[src/rtl/tlc_timer.sv]
// Countdown timer for the traffic-light controller: prescaled tick, loadable count,
// hold/freeze, and a registered done flag that is never stale after a load.
module tlc_timer #(
  parameter int TICK_DIV = 4,
  parameter int CNT_W    = 4
) (
  input  logic             clk,
  input  logic             rst,
  input  logic             cnt_rst,
  input  logic [CNT_W-1:0] wait_cnt,
  input  logic             hold,
  output logic             cntr_done,
  output logic             busy,
  output logic             tick,
  output logic [CNT_W-1:0] remaining
);

  localparam int            PW        = (TICK_DIV > 1) ? $clog2(TICK_DIV) : 1;
  localparam logic [PW-1:0] PRESC_MAX = PW'(TICK_DIV - 1);

  typedef enum logic [1:0] {
    ST_IDLE = 2'd0,
    ST_RUN  = 2'd1,
    ST_DONE = 2'd2
  } state_t;

  state_t           state_r;
  state_t           state_s;
  logic [PW-1:0]    presc_r;
  logic [PW-1:0]    presc_s;
  logic [CNT_W-1:0] rem_s;
  logic             tick_s;

  // State, prescaler and registered outputs; outputs decode the next state so they align with it.
  always_ff @(posedge clk) begin
    if (rst) begin
      state_r   <= ST_IDLE;
      presc_r   <= '0;
      remaining <= '0;
      tick      <= 1'b0;
      cntr_done <= 1'b0;
      busy      <= 1'b0;
    end else begin
      state_r   <= state_s;
      presc_r   <= presc_s;
      remaining <= rem_s;
      tick      <= tick_s;
      cntr_done <= (state_s == ST_DONE);
      busy      <= (state_s == ST_RUN);
    end
  end

  // Next-state logic: a load overrides hold and any pending tick edge.
  always_comb begin
    state_s = state_r;
    presc_s = presc_r;
    rem_s   = remaining;
    tick_s  = 1'b0;
    if (cnt_rst) begin
      rem_s   = wait_cnt;
      presc_s = '0;
      state_s = (wait_cnt != '0) ? ST_RUN : ST_DONE;
    end else begin
      case (state_r)
        ST_RUN: begin
          if (hold) begin
            presc_s = presc_r;
          end else if (presc_r == PRESC_MAX) begin
            presc_s = '0;
            rem_s   = remaining - CNT_W'(1);
            tick_s  = 1'b1;
            if (remaining == CNT_W'(1)) begin
              state_s = ST_DONE;
            end else begin
              state_s = ST_RUN;
            end
          end else begin
            presc_s = presc_r + PW'(1);
          end
        end
        ST_IDLE: state_s = ST_IDLE;
        ST_DONE: state_s = ST_DONE;
        default: begin
          state_s = ST_IDLE;
          presc_s = '0;
          rem_s   = '0;
        end
      endcase
    end
  end

endmodule

[config.mk]
export PLATFORM = sky130hd
export DESIGN_NAME = tlc_timer
export DESIGN_NICKNAME = d
export VERILOG_FILES = /design/src/rtl/tlc_timer.sv
export SDC_FILE = /design/constraint.sdc
export NUM_CORES = 1
export LEC_CHECK = 0
export ABC_AREA = 1
export CORE_AREA = 2 2 39 41
export CTS_BUF_LIST = sky130_fd_sc_hd__clkbuf_2 sky130_fd_sc_hd__clkbuf_4 sky130_fd_sc_hd__clkbuf_8
export CTS_CLUSTER_DIAMETER = 40
export DETAILED_ROUTE_END_ITERATION = 10
export DIE_AREA = 0 0 41 43
export PLACE_DENSITY = 0.78
export SLEW_MARGIN = 40
export SYNTH_ARGS = -nofsm -noshare
export SYNTH_HDL_FRONTEND = slang
export SYNTH_SLANG_ARGS = --single-unit
[constraint.sdc]
create_clock -name clk -period 1.8 [get_ports clk]
set_input_delay 0.18 -clock clk [delete_from_list [all_inputs] [get_ports clk]]
set_output_delay 0.18 -clock clk [all_outputs]
set_load 0.005 [all_outputs]
==> out/qor.txt <==
Outcome = completed
Unrepaired setup endpoints after global routing = false
Crit path max-delay cell type = clkdlybuf4s50_1
Setup Skew = 0.003903 ns
DP HPWL = 1018 um
First-pass GRT wire length = 2104 um
# hold bufs at CTS = 0
Area Overhead vs Synth = 28.79%
H-Tree Depth = 1
Largest net degree at the start of global routing = 9
Die height = 43 um
DRT Pass-1 Iters = 4
Register-to-register setup slack = 0.44 ns
Seq/Total Area, Yosys = 34.24%
Measured slew at the worst slew-check pin = 0.3075 ns
Routed vias/inst = 4.822
Max-capacitance violation count = 0
Reg clk slew, reported paths = 0.07 ns
Routed WL per cell = 10.06 um
NumNets Final = 128
Fin. max-slew vios = 0
Vias in the first global route = 529
GRT Overall Usage = 18.23%
Synth Register Bits = 11
Startpoint types = flop
Fmax = 706.8 MHz
Critical path arrival = 1.23 ns
Int Pwr = 0.0004028 W
CTS Root Cell = clkbuf_4
Synth Warn # = 0
Worst slew margin = 79.28%
Reg power frac = 48.1%
Buffers & Inverters on Critical Path = 1
Switching power = 0.0001443 W
Pre-CTS WS = 0.3261 ns
Net Count, Synth = 110
CTS buffer count = 3
Reg2reg start = state_r[1]
Minimum clock period = 1.415 ns
Hold-critical path depth = 2
CP cell instances = clkdlybuf4s50_1
Post-cts resize count = 0
Chip width = 41 um
Final ANT Viol Nets = 0
Row count = 14
Critical Path Sink Type = output port
Hold path startpoint = presc_r[0]
Starting Density = 46.47%
Gr ovfl total = 0
Num Clock Sinks = 11
Fin worst setup slack = 0.3851 ns
Finished Layout Cells = 129
Post-Synthesis Cell Area = 643.1 um2
DR iter-0 viols = 13
CP max stage delay = 0.54 ns
Share of layout cells above drive strength 1 = 10.62%
Syn avg cell area = 6.699 um2
PortBufs = 14
Final core utilization = 59.86%
Clock Latency Late Sink = 0.27 ns
Drt drc = 0
Vias = 622
Critical Path RT = 1.62 ns
CTS Buffer Depth = 2
Setup Crit Path Kind = flop to output port
Ant. Diodes = 0
Reg-to-Reg End = remaining[3]
Die area = 0.001763 mm2
Hold Path Class = flop to flop
CP top delay family = buffers and inverters
Final Hold Vio Count = 0
Initial antenna violation count = 0
Worst-case vdd ir drop = 0.0004060 V
Cell Pwr Density = 660.5 mW/mm2
Clk pwr share = 33.8%
Synth cell types = 18
Pleak = 0.3835 nW
Comb pwr share = 18.1%
Setup bufs post-CTS = 0
Leading area contributor after synthesis = dfxtp_1
Worst Path Max Fanout = 6
Reg2reg path depth = 10
Area of the core = 0.001384 mm2
# fillers = 122
Routed wire length = 1298 um
Final GP Congestion = 0.8304
Ports = 15
CTS tree = done
Switching Share = 26.38%
Area contributors post-synth = dfxtp_1 34%, nand2_1 13%, ha_1 12%
Synth top area share = 34.24%
Hold Path End = presc_r[0]
Final setup viols = 0
Synth Instances = 96
Period utilization = 78.61%
Fin Setup TNS = 0 ns
Post-Place Cells = 125
-- layout by cell type, fill, tap and decap left out --
| master | instances |
|---|---|
| nor3_1 | 3 |
| clkdlybuf4s50_1 | 14 |
| nand2_1 | 22 |
| nand3_2 | 1 |
| o21ai_1 | 2 |
| clkbuf_4 | 4 |
| dfxtp_1 | 11 |
| inv_2 | 2 |
| nand2_2 | 3 |
| o21ai_0 | 4 |
| inv_1 | 14 |
| nand4_1 | 1 |
| ha_1 | 6 |
| nor2_2 | 2 |
| nor2_1 | 14 |
| a31oi_1 | 1 |
| a21oi_1 | 5 |
| nand3_1 | 3 |
| xor2_1 | 1 |
-- metrics by stage --
stage,hold WS (ns),area [um2],total power (W)
finish,0.4681,828.3,0.0005471
floorplan,0.2491,643.1,0.0003225
global placement,0.4547,798.3,0.0003652
CTS,0.4757,828.3,0.0005538
detailed placement,0.4647,798.3,0.0003669
global route,0.4870,828.3,0.0005861
-- state kept, by name (all words and copies together) (netlist names) --
| name | cells |
|---|---|
| cntr_done | 1 |
| tick | 1 |
| remaining | 4 |
| presc_r | 2 |
| busy | 1 |
| state_r | 2 |
-- power by group through the flow --
stage	combinational [W]	clock [W]	sequential (W)
floorplan	0.0000547	0	0.000268
global route	0.000111	0.000210	0.000265
CTS	0.0000989	0.000192	0.000263
global placement	0.0000965	0	0.000269
detailed placement	0.0000981	0	0.000269
finish	0.0000989	0.000185	0.000263
-- Yosys cell counts (all sizes together) --
library cell  count
nand2            25
nor3              3
nand4             1
o21ai             6
ha                6
nand3             4
dfxtp            11
nor2             16
a21oi             5
a31oi             1
xor2              1
inv              16
buf               1
-- cell families after synthesis --
| kind of cell | after synthesis | synth area share (%) |
|---|---|---|
| simple gates | 49 | 33.07 |
| buf+inv | 17 | 10.12 |
| compound gates | 12 | 9.533 |
| flops | 11 | 34.24 |
| fa+ha+maj | 6 | 11.67 |
| xor+xnor | 1 | 1.362 |
-- worst max path at each step --
| stage | from | endpoint | slack [ns] | cells past startpoint |
|---|---|---|---|---|
| floorplan | state_r[1] | remaining[3] | 0.59 | 10 |
| global placement | cnt_rst | remaining[3] | 0.37 | 8 |
| detailed placement | cnt_rst | remaining[3] | 0.33 | 8 |
| CTS | remaining[2] | remaining[2] | 0.38 | 1 |
| global route | state_r[1] | remaining[3] | 0.26 | 10 |
| finish | remaining[2] | remaining[2] | 0.39 | 1 |
-- per-layer routing --
layer  vias to the layer above  GRT usage [%]  wire, um
li1                        332              -         -
met3                         4          7.853        47
met4                         0          10.00        23
met5                         -              0         0
met1                       275          22.08       622
met2                        11          25.94       605
-- area by class of cell --
| class | instances | area (um2) | share of cell area [%] |
|---|---|---|---|
| Inverter | 16 | 60.06 | 7.251 |
| Clock buffer | 4 | 30.03 | 3.625 |
| Timing Repair Buffer | 14 | 140.1 | 16.92 |
| Tap cell | 16 | 20.02 | 2.417 |
| Multi-Input combinational cell | 68 | 357.8 | 43.20 |
| Sequential cell | 11 | 220.2 | 26.59 |
Note: power is estimated with default switching activity, not from simulation.
